<file path="src/rtl/rf_sched_pkg.sv">
// Shared encodings for the register-file access scheduler: control codes,
// source indices, FSM state and the register-file command payload.
package rf_sched_pkg;

    localparam int unsigned SRC_N     = 3;
    localparam int unsigned SRC_IDX_W = 2;
    localparam int unsigned ADDR_W    = 3;

    localparam logic [1:0] ENAB_IDLE = 2'b00;
    localparam logic [1:0] ENAB_WR   = 2'b01;
    localparam logic [1:0] ENAB_RD   = 2'b11;

    localparam logic [1:0] MUX_IMM = 2'b00;
    localparam logic [1:0] MUX_OR2 = 2'b10;
    localparam logic [1:0] MUX_ALU = 2'b11;

    localparam logic [SRC_IDX_W-1:0] SRC_IMM = 2'd0;
    localparam logic [SRC_IDX_W-1:0] SRC_OR2 = 2'd1;
    localparam logic [SRC_IDX_W-1:0] SRC_ALU = 2'd2;

    typedef enum logic [1:0] {
        ST_IDLE    = 2'b00,
        ST_RD_CMD  = 2'b01,
        ST_RD_DATA = 2'b10,
        ST_WR_CMD  = 2'b11
    } state_e;

    // Command presented to register1 each cycle
    typedef struct packed {
        logic [1:0]        enab;
        logic [1:0]        mux_sel;
        logic [ADDR_W-1:0] seg;
    } rf_ctrl_t;

    function automatic logic [1:0] mux_code(input logic [SRC_IDX_W-1:0] src);
        logic [1:0] code;
        case (src)
            SRC_OR2: code = MUX_OR2;
            SRC_ALU: code = MUX_ALU;
            default: code = MUX_IMM;
        endcase
        return code;
    endfunction

    function automatic logic [SRC_IDX_W-1:0] next_src(input logic [SRC_IDX_W-1:0] src);
        return (src >= SRC_ALU) ? SRC_IMM : src + SRC_IDX_W'(1);
    endfunction

endpackage

</file>
<file path="src/rtl/rr_arb3.sv">
// Three-way round-robin picker: first requester found scanning from ptr_i
// upward modulo 3. Purely combinational.
module rr_arb3
    import rf_sched_pkg::*;
(
    input  logic [SRC_N-1:0]     req_i,
    input  logic [SRC_IDX_W-1:0] ptr_i,
    output logic [SRC_N-1:0]     gnt_o,
    output logic [SRC_IDX_W-1:0] idx_o,
    output logic                 valid_o
);

    localparam int unsigned SUM_W = SRC_IDX_W + 1;

    function automatic logic [SRC_IDX_W-1:0] rot(input logic [SRC_IDX_W-1:0] p,
                                                input int unsigned        off);
        logic [SUM_W-1:0] s;
        s = {1'b0, p} + SUM_W'(off);
        if (s >= SUM_W'(SRC_N)) s = s - SUM_W'(SRC_N);
        return SRC_IDX_W'(s);
    endfunction

    logic                 found;
    logic [SRC_IDX_W-1:0] cand;

    always_comb begin
        gnt_o = '0;
        idx_o = '0;
        found = 1'b0;
        cand  = '0;
        for (int unsigned i = 0; i < SRC_N; i++) begin
            cand = rot(ptr_i, i);
            if (!found && req_i[cand]) begin
                found       = 1'b1;
                idx_o       = cand;
                gnt_o[cand] = 1'b1;
            end
        end
        valid_o = found;
    end

endmodule

</file>
<file path="src/rtl/rf_access_sched.sv">
// Arbitrates one operand-fetch reader and three write-back sources onto the
// 8-entry register file, driving its enab/mux_sel/seg controls.
module rf_access_sched
    import rf_sched_pkg::*;
#(
    parameter int unsigned STARVE_MAX = 4,
    parameter int unsigned CNT_W      = 3,
    parameter int unsigned RAW_CHECK  = 1
) (
    input  logic                      clk,
    input  logic                      rst_n,
    input  logic                      rd_req,
    input  logic [ADDR_W-1:0]         rd_addr,
    output logic                      rd_gnt,
    output logic                      rd_valid,
    input  logic [SRC_N-1:0]          wr_req,
    input  logic [SRC_N*ADDR_W-1:0]   wr_addr,
    output logic [SRC_N-1:0]          wr_gnt,
    output logic [1:0]                enab,
    output logic [1:0]                mux_sel,
    output logic [ADDR_W-1:0]         seg,
    output logic                      busy
);

    localparam bit RAW_EN = (RAW_CHECK != 0);

    state_e               state_q, state_d;
    rf_ctrl_t             ctrl_q, ctrl_d;
    logic                 rd_gnt_q, rd_gnt_d;
    logic                 rd_valid_q, rd_valid_d;
    logic [SRC_N-1:0]     wr_gnt_q, wr_gnt_d;
    logic                 busy_q, busy_d;
    logic [SRC_IDX_W-1:0] rr_ptr_q, rr_ptr_d;
    logic [CNT_W-1:0]     wait_cnt_q, wait_cnt_d;

    logic [ADDR_W-1:0]    src_addr [SRC_N];
    logic [SRC_N-1:0]     raw_req;
    logic [SRC_N-1:0]     raw_gnt, all_gnt, win_gnt;
    logic [SRC_IDX_W-1:0] raw_idx, all_idx, win_idx;
    logic                 raw_valid, all_valid;
    logic                 starve;
    logic                 win_wr, win_rd;

    // Unpack destinations and find writes that alias the pending read
    always_comb begin
        for (int unsigned k = 0; k < SRC_N; k++) begin
            src_addr[k] = wr_addr[k*ADDR_W +: ADDR_W];
            raw_req[k]  = RAW_EN && rd_req && wr_req[k] && (src_addr[k] == rd_addr);
        end
    end

    rr_arb3 u_arb_raw (
        .req_i   (raw_req),
        .ptr_i   (rr_ptr_q),
        .gnt_o   (raw_gnt),
        .idx_o   (raw_idx),
        .valid_o (raw_valid)
    );

    rr_arb3 u_arb_all (
        .req_i   (wr_req),
        .ptr_i   (rr_ptr_q),
        .gnt_o   (all_gnt),
        .idx_o   (all_idx),
        .valid_o (all_valid)
    );

    assign starve = (wait_cnt_q >= CNT_W'(STARVE_MAX));

    // Priority: RAW hazard, starved write, read, any write
    always_comb begin
        win_wr  = 1'b0;
        win_rd  = 1'b0;
        win_idx = all_idx;
        win_gnt = all_gnt;
        if (raw_valid) begin
            win_wr  = 1'b1;
            win_idx = raw_idx;
            win_gnt = raw_gnt;
        end else if (starve && all_valid) begin
            win_wr  = 1'b1;
        end else if (rd_req) begin
            win_rd  = 1'b1;
        end else if (all_valid) begin
            win_wr  = 1'b1;
        end
    end

    // Next-state and registered-output logic
    always_comb begin
        state_d      = state_q;
        ctrl_d       = ctrl_q;
        ctrl_d.enab  = ENAB_IDLE;
        rd_gnt_d     = 1'b0;
        rd_valid_d   = 1'b0;
        wr_gnt_d     = '0;
        rr_ptr_d     = rr_ptr_q;
        wait_cnt_d   = wait_cnt_q;

        case (state_q)
            ST_IDLE: begin
                if (win_wr) begin
                    state_d        = ST_WR_CMD;
                    ctrl_d.enab    = ENAB_WR;
                    ctrl_d.seg     = src_addr[win_idx];
                    ctrl_d.mux_sel = mux_code(win_idx);
                    wr_gnt_d       = win_gnt;
                    rr_ptr_d       = next_src(win_idx);
                    wait_cnt_d     = '0;
                end else if (win_rd) begin
                    state_d     = ST_RD_CMD;
                    ctrl_d.enab = ENAB_RD;
                    ctrl_d.seg  = rd_addr;
                    rd_gnt_d    = 1'b1;
                    if ((|wr_req) && (wait_cnt_q != '1)) begin
                        wait_cnt_d = wait_cnt_q + CNT_W'(1);
                    end
                end
            end
            ST_RD_CMD: begin
                state_d    = ST_RD_DATA;
                rd_valid_d = 1'b1;
            end
            ST_RD_DATA: state_d = ST_IDLE;
            ST_WR_CMD:  state_d = ST_IDLE;
            default:    state_d = ST_IDLE;
        endcase

        busy_d = (state_d != ST_IDLE);
    end

    always_ff @(posedge clk or negedge rst_n) begin
        if (!rst_n) begin
            state_q    <= ST_IDLE;
            ctrl_q     <= '0;
            rd_gnt_q   <= 1'b0;
            rd_valid_q <= 1'b0;
            wr_gnt_q   <= '0;
            busy_q     <= 1'b0;
            rr_ptr_q   <= '0;
            wait_cnt_q <= '0;
        end else begin
            state_q    <= state_d;
            ctrl_q     <= ctrl_d;
            rd_gnt_q   <= rd_gnt_d;
            rd_valid_q <= rd_valid_d;
            wr_gnt_q   <= wr_gnt_d;
            busy_q     <= busy_d;
            rr_ptr_q   <= rr_ptr_d;
            wait_cnt_q <= wait_cnt_d;
        end
    end

    assign rd_gnt   = rd_gnt_q;
    assign rd_valid = rd_valid_q;
    assign wr_gnt   = wr_gnt_q;
    assign enab     = ctrl_q.enab;
    assign mux_sel  = ctrl_q.mux_sel;
    assign seg      = ctrl_q.seg;
    assign busy     = busy_q;

endmodule

</file>
<file path="config.mk">
export PLATFORM = sky130hd
export DESIGN_NAME = rf_access_sched
export DESIGN_NICKNAME = d
export VERILOG_FILES = /design/src/rtl/rf_sched_pkg.sv /design/src/rtl/rr_arb3.sv /design/src/rtl/rf_access_sched.sv
export SDC_FILE = /design/constraint.sdc
export NUM_CORES = 1
export LEC_CHECK = 0
export ABC_AREA = 1
export CAP_MARGIN = 15
export CORE_ASPECT_RATIO = 0.7
export CORE_MARGIN = 2
export CORE_UTILIZATION = 33
export CTS_CLUSTER_DIAMETER = 150
export CTS_CLUSTER_SIZE = 16
export DETAILED_ROUTE_END_ITERATION = 6
export GPL_TIMING_DRIVEN = 0
export PLACE_DENSITY = 0.55
export SYNTH_ARGS = -nofsm -noshare
export SYNTH_HDL_FRONTEND = slang
export SYNTH_SLANG_ARGS = --single-unit
</file>
<file path="constraint.sdc">
create_clock -name clk -period 4.9 [get_ports clk]
set_clock_uncertainty 0.05 [all_clocks]
set_input_delay 0.98 -clock clk [delete_from_list [all_inputs] [get_ports clk]]
set_output_delay 0.98 -clock clk [all_outputs]
set_load 0.05 [all_outputs]
</file>
### Yosys cells after proc, flatten, opt, wreduce, memory -nomap -nowiden

Cells that the tools add are included.

| word-level totals | value |
|---|---|
| logic and storage cells | 142 |
| bits of input ports | 18 |
| register bits after elaboration | 20 |

| operators by class | value |
|---|---|
| order comparisons | 12 |
| mux-type cells | 71 |
| bitwise gates (word level) | 5 |
| add/sub/neg operators | 7 |
| reduce and logical (&&, ||, !) cells | 28 |
| equal/unequal tests | 9 |

Operator list:

| cell | count |
|---|---|
| 3-bit 2-to-1 mux | 16 |
| 2-bit 2-to-1 mux | 16 |
| 1-bit 2-to-1 mux | 26 |
| 1-bit logical AND | 15 |
| 1-bit binary-select mux with 2-bit select | 6 |
| 3-bit OR | 4 |
| 3-bit equality test | 3 |
| 2-bit by 3-bit < comparator with 1-bit output, second input constant | 3 |
| 7-bit 2-to-1 mux | 1 |
| 3-bit binary-select mux with 2-bit select | 1 |
| 1-bit demux with 2-bit select | 3 |
| 2-bit equality test, second input constant | 3 |
| 2-bit by 1-bit greater-or-equal comparator with 1-bit output, second input constant | 3 |
| 3-bit by 2-bit greater-or-equal comparator with 1-bit output, second input constant | 2 |
| 3-bit greater-or-equal comparator, second input constant | 2 |
| 2-bit case mux with 3 select lines | 1 |
| 2-bit nonzero test | 3 |
| 2-bit subtractor, second input constant | 3 |
| 2-bit by 1-bit equality test with 1-bit output, second input constant | 2 |
| 2-bit greater-or-equal comparator, second input constant | 2 |
| 1-bit zero test | 4 |
| 2-bit case mux with 2 select lines | 1 |
| 2-bit AND reduction | 2 |
| 2-bit by 1-bit adder with 3-bit output, second input constant | 1 |
| other kinds (9) | 9 |

### Longest topological paths before layout

Gate-level depths: netlist (run 1).

| depth | value |
|---|---|
| depth in word-level cells | 18 |
| gate-level depth with buffers | 19 |

### Modules after synthesis

From an unflattened synthesis (run 1), not the netlist that was laid out.

| second synthesis, totals | value |
|---|---|
| cells, all modules | 279 |
| area, all modules | 1813.0 sq um |

Modules (own cells, without submodules):

| module | sequential area each (sq um) | area each (sq um) | instances | cells each |
|---|---|---|---|---|
| rf_access_sched | 475.5 | 1159.9 | 1 | 154 |
| rr_arb3 at u_arb_raw | 0.0 | 332.8 | 1 | 64 |
| rr_arb3 at u_arb_all | 0.0 | 320.3 | 1 | 61 |

### Worst setup path after synthesis (run 1)

No wires, ideal clock.

| timing | value |
|---|---|
| path kind | in2reg |
| start point | input port rd_addr[0] |
| end point | register ctrl_q, in the netlist mux_sel[0] |
| data required time | 4.725 ns |
| stages on the path | 16 |
| path slack | 2.254 ns |
| path buffers | 0 |
| arrival time | 2.471 ns |
| path through | inv_1 nand2_1 nand2_1 nor2_2 nand3_1 nand2_2 nand2_2 nand2_2 nor2_4 nand3_1 nand2_1 nand2_2 nand2_2 inv_1 ha_1 mux2_4 |

| between the ends | value |
|---|---|
| longest elaborated chain between the ends | 14 |
| elaborated cells between the ends (all ways) | 28 |

Ends and longest elaborated chain:

| what | line | text |
|---|---|---|
| start: declaration | rf_access_sched.sv:13 | `input logic [ADDR_W-1:0] rd_addr,` |
| 3-bit equality test | rf_access_sched.sv:48 | `raw_req[k] = RAW_EN && rd_req && wr_req[k] && (src_addr[k] == rd_addr);` |
| 1-bit logical AND | rf_access_sched.sv:48 |  |
| 1-bit binary-select mux with 2-bit select | rr_arb3.sv:33 | `if (!found && req_i[cand]) begin` |
| 1-bit 2-to-1 mux (implied by the code) | rr_arb3.sv:33 |  |
| 1-bit 2-to-1 mux | rr_arb3.sv:33 |  |
| 1-bit zero test | rr_arb3.sv:33 |  |
| 1-bit logical AND | rr_arb3.sv:33 |  |
| 1-bit 2-to-1 mux | rr_arb3.sv:33 |  |
| 1-bit zero test | rr_arb3.sv:33 |  |
| 1-bit logical AND | rr_arb3.sv:33 |  |
| 2-bit 2-to-1 mux or 1-bit 2-to-1 mux (tied branches) | rr_arb3.sv:33 |  |
| 2-bit 2-to-1 mux | rf_access_sched.sv:76 | `if (raw_valid) begin` |
| 2-bit equality test or 2-bit by 1-bit equality test with 1-bit output (tied branches) | rf_sched_pkg.sv:37 | `case (src)` |
| 2-bit case mux with 2 select lines | rf_sched_pkg.sv:37 |  |
| end signal: assignment | rf_access_sched.sv:144 | `ctrl_q <= ctrl_d;` |
| end: declaration | rf_access_sched.sv:28 | `rf_ctrl_t ctrl_q, ctrl_d;` |

Several ways; a longest one is shown, not always the timed one. The select of a mux whose other input is x is not followed.
A chain may end at the register's enable or synchronous reset.

### Worst setup path in the final report (run 1)

| timing | value |
|---|---|
| start point | input port rd_req |
| end point | register ctrl_q, in the netlist mux_sel[0] |

| between the ends | value |
|---|---|
| longest elaborated chain between the ends | 14 |
| elaborated cells between the ends (all ways) | 30 |

Ends and longest elaborated chain:

| what | line | text |
|---|---|---|
| start: declaration | rf_access_sched.sv:12 | `input logic rd_req,` |
| 1-bit logical AND (2 in series) | rf_access_sched.sv:48 |  |
| 1-bit binary-select mux with 2-bit select | rr_arb3.sv:33 |  |
| 1-bit 2-to-1 mux (implied by the code) | rr_arb3.sv:33 |  |
| 1-bit 2-to-1 mux | rr_arb3.sv:33 |  |
| 1-bit zero test | rr_arb3.sv:33 |  |
| 1-bit logical AND | rr_arb3.sv:33 |  |
| 1-bit 2-to-1 mux | rr_arb3.sv:33 |  |
| 1-bit zero test | rr_arb3.sv:33 |  |
| 1-bit logical AND | rr_arb3.sv:33 |  |
| 2-bit 2-to-1 mux or 1-bit 2-to-1 mux (tied branches) | rr_arb3.sv:33 |  |
| 2-bit 2-to-1 mux | rf_access_sched.sv:76 |  |
| 2-bit equality test or 2-bit by 1-bit equality test with 1-bit output (tied branches) | rf_sched_pkg.sv:37 |  |
| 2-bit case mux with 2 select lines | rf_sched_pkg.sv:37 |  |

Several ways; a longest one is shown, not always the timed one. The select of a mux whose other input is x is not followed.

==> impl_metrics.yaml, run 1 <==
timing:
  setup_viol: 0
  finalSetupTns_ps: 0
  fin_crit_sh_pct: 64.49
  rsz0062_at_grt: "false"
  setup_ws_ps: 1740
  fmax_mhz: 316.5
  tightestPinTransition_ps: 831.6
  slew_headroom_pct: 44.39
  hold_viol: 0
  period_needed_ps: 3160
  drv_slew: 0
logic_synthesis:
  syn_nets: 280
  syn_area_mm2: 0.001793
  ys_ff_latch: 19
  yosysUniqueCellTypes: 36
  ys_top_cells_by_area: "dfrtp_1, nand2_1, ha_1, inv_1, nand3_1"
  synth_ff_type: "dfrtp_1"
  syn_inst: 252
  synth.top_cell.area_share_pct: 26.52
  async_flop_share_pct: 100.0
  syn-mean-instance-area_um2: 7.115
  ys_warn_count: 0
  yosysTopAreaCell: "dfrtp_1"
  synth_edf_count: 0
  ys_seq_area_share_pct: 26.52
worst_hold_path:
  hold_path_end: "seg[1]$_DFFE_PN0P_"
  hold_path.class: "flip-flop to flip-flop"
  whs_path_depth: 2
  hold_path_startpoint: "seg[1]$_DFFE_PN0P_"
outcome:
  status: "complete, no violations"
clock_network:
  ctsHtreeMaxLevel: 1
  cts_tree: "yes"
  clkSinkCount: 19
  cts_max_path_buffers: 2
  path_clk_slew_ps: 70
  hold_buffers: 0
  cts-root-buf: "clkbuf_8"
  postCtsResizedCells: 0
  insertion_delay_ps: 260
  cts_buffers: 3
  cts_setup_buffers: 0
worst_setup_path:
  startpoint_type: "input port"
  worstPathArrival_ps: 3260
  path_buf_inv: 3
  cp_common_cell: "nand2_1"
  cpMaxStageDelayCell: "clkdlybuf4s50_1"
  path_max_fanout: 6
  rr_worst_depth: 16
  r2r_setup_slack_ps: 2200
  cp_cell_sequence: "clkdlybuf4s50_1 > nand2_1 > inv_1 > nand2_1 > nor2_2 > nand2_1 > nand2_1 > nand3_2 > nand2_2 > nand4_1 > nand2_1 > nand2_2 > nand2_2 > inv_1 > ha_1 > mux2_4"
  rr_endpoint: "mux_sel[0]$_DFFE_PN0P_"
  worstPathRequired_ps: 5000
  cp_slowest_stage_delay_ps: 590
  crit_family: "simple AND/OR/NAND/NOR gates"
  end_kind: "flip-flop"
  crit_type: "input port to flip-flop"
  reg2reg_from: "rr_ptr_q[0]$_DFFE_PN0P_"
placement:
  place_inst: 354
  hpwlAfterDp_mm: 3.570
  globalplace.congestion: 0.8235
  place_ws_ps: 1452
  io_buffers: 30
power_and_ir_drop:
  peakVddDrop_v: 0.0004294
  p_leak_uw: 0.001120
  power-per-cell-area_mw_per_mm2: 760.9
flow_run:
  cap_violations: 0
drt:
  drtIter0Drc: 73
  via_count: 1677
  dr.pass1.iters: 4
  drc_errors: 0
  ant_nets: 0
  wl_per_cell_um: 12.03
  wl_mm: 4.305
  viasPerCell: 4.684
global_route:
  grt_pass1_vias: 1527
  track_usage_pct: 15.53
  grt_max_degree: 20
  antenna_found_initial: 0
  grt_pass1_wl_mm: 7.410
  grt_overflow: 0
finish:
  n_fill_cell: 559
  diodes: 0
  instances_no_fill: 358
  area_delta_synth_final_pct: 24.35
  drive_gt1_share_pct: 20.63
  layout.nets: 315
  multi_input_area_mm2: 0.001125
  seqCellArea_um2: 475.5
floorplanning:
  rows: 22
  dieArea_mm2: 0.006048
  start_util_pct: 34.28
  die_w_um: 92.10
  num_io_pins: 31
  die_h_um: 65.67
  core_mm2: 0.005230
cells by family (layout without fill, tap and decap cells):
kind of cell | after synthesis | in the layout | synth area share (%)
buffers and inverters | 44 | 78 | 10.75
AO/OA/AOI/OAI | 29 | 29 | 11.65
AND/OR/NAND/NOR | 149 | 149 | 43.27
flip-flops | 19 | 19 | 26.52
adder cells (fa/ha/maj) | 10 | 10 | 6.978
multiplexers | 1 | 1 | 0.8372
routing by layer:
| layer | track usage [%] | wire, µm | vias up |
|---|---|---|---|
| met2 | 23.44 | 1714 | 39 |
| met4 | 1.679 | 8 | 0 |
| met5 | 0 | 0 | - |
| met3 | 3.211 | 188 | 2 |
| met1 | 23.46 | 2393 | 756 |
| li1 | - | - | 880 |
cell usage after synthesis, types with 3 or more instances:
master / n
nand2_1: 75
inv_1: 29
dfrtp_1: 19
nand3_1: 17
nor2_1: 12
ha_1: 10
nand2_2: 10
o21ai_0: 9
inv_2: 8
nand3_2: 7
nand4_1: 7
nor2_2: 7
nand2_4: 5
a211oi_1: 3
a21oi_2: 3
nor3_1: 3
o21ai_1: 3
area by class of cell:
type / instances / share of cell area, %
timing repair buffer: 30 / 13.47
sequential: 19 / 21.32
clock buffer: 3 / 1.852
tap: 72 / 4.040
buffer: 4 / 1.852
inverter: 40 / 6.790
multi-input combinational: 189 / 50.45
clock inverter: 1 / 0.2245
cells in the final DEF, fill, tap and decap left out, types with 8 or more instances in the layout:
master	synthesis	final
nand2_1	75	75
clkdlybuf4s50_1	0	30
inv_1	29	29
dfrtp_1	19	19
nand3_1	17	17
nor2_1	12	12
nand2_2	10	10
ha_1	10	10
o21ai_0	9	9
inv_2	8	8
worst max-delay path by stage:
stage	from	endpoint	slack (ps)	cells past startpoint
2_1_floorplan	rd_addr[0]	mux_sel[0]$_DFFE_PN0P_	2250	16
3_3_place_gp	rd_req	mux_sel[0]$_DFFE_PN0P_	1450	16
3_5_place_dp	rd_req	mux_sel[0]$_DFFE_PN0P_	1450	16
4_1_cts	rd_req	mux_sel[0]$_DFFE_PN0P_	1720	16
5_1_grt	rd_req	mux_sel[0]$_DFFE_PN0P_	1540	16
6_report	rd_req	mux_sel[0]$_DFFE_PN0P_	1740	16
metrics by stage:
step | utilization [%] | total power (µW) | hold WS, ps | area [µm²]
after floorplan | - | 1287 | 415.2 | 1793
after global placement | 41.75 | 1592 | 421.1 | 2183
after detailed placement | 41.75 | 1599 | 420.7 | 2183
after CTS | 42.63 | 1717 | 442.7 | 2230
after global routing | 42.63 | 1876 | 477.4 | 2230
final | 42.63 | 1697 | 437.1 | 2230
where the power goes:
group | internal [µW] | switching [µW] | total (µW) | leakage [µW]
combinational | 459 | 866 | 1320 | 0.000853
clock | 56.6 | 55.0 | 112 | 0.0000255
sequential | 225 | 35.2 | 260 | 0.000241
total | 741 | 956 | 1700 | 0.00112
flip-flops by register name, summed over array words and instances, names as in the netlist:
signal,count
wait_cnt_q,3
wr_gnt,3
busy,1
rr_ptr_q,2
mux_sel,2
state_q,2
enab,2
rd_valid,1
seg,3
worst reg2reg max path, stage by stage (launching register included):
cell,delay (ps)
dfrtp_1,380
inv_1,90
ha_1,470
inv_2,70
buf_6,150
nand3_2,80
nand2_2,80
nand2_2,70
nand2_2,100
nor2_4,180
nand3_1,90
nand2_1,80
nand2_2,80
nand2_2,130
inv_1,60
ha_1,170
mux2_4,260
No activity file was read; power rests on OpenSTA's default activity.
==> run 2: changes to the inputs <==
==> constraint.sdc (replaced) <==
create_clock -name clk -period 3.3 [get_ports clk]
set_clock_uncertainty 0.05 [all_clocks]
set_input_delay 0.66 -clock clk [delete_from_list [all_inputs] [get_ports clk]]
set_output_delay 0.66 -clock clk [all_outputs]
set_load 0.05 [all_outputs]
==> results of run 2 <==
Same layout as run 1 (identical final DEF). Status: complete, no violations.
Main changes from that run: setup slack after placement 1452 ps -> 171.8 ps; setup slack after layout 1740 ps -> 460.1 ps; register-to-register setup slack 2200 ps -> 600 ps; total power 1697 µW -> 2519 µW; worst IR drop on VDD 0.0004294 V -> 0.0006376 V
==> run 3: changes to the inputs <==
--- a/config.mk
+++ b/config.mk
@@ -15,6 +15,7 @@
 export DETAILED_ROUTE_END_ITERATION = 6
 export GPL_TIMING_DRIVEN = 0
 export PLACE_DENSITY = 0.55
+export SLEW_MARGIN = 20
 export SYNTH_ARGS = -nofsm -noshare
 export SYNTH_HDL_FRONTEND = slang
 export SYNTH_SLANG_ARGS = --single-unit
==> constraint.sdc (replaced) <==
create_clock -name clk -period 3.3 [get_ports clk]
set_clock_uncertainty 0.05 [all_clocks]
set_input_delay 0.66 -clock clk [delete_from_list [all_inputs] [get_ports clk]]
set_output_delay 0.66 -clock clk [all_outputs]
set_load 0.005 [all_outputs]
==> results of run 3 <==
Same layout as run 1 (identical final DEF). Status: complete, no violations.
Main changes from that run: setup slack after placement 1452 ps -> 171.8 ps; setup slack after layout 1740 ps -> 460.1 ps; register-to-register setup slack 2200 ps -> 600 ps; total power 1697 µW -> 2300 µW; worst IR drop on VDD 0.0004294 V -> 0.0004437 V
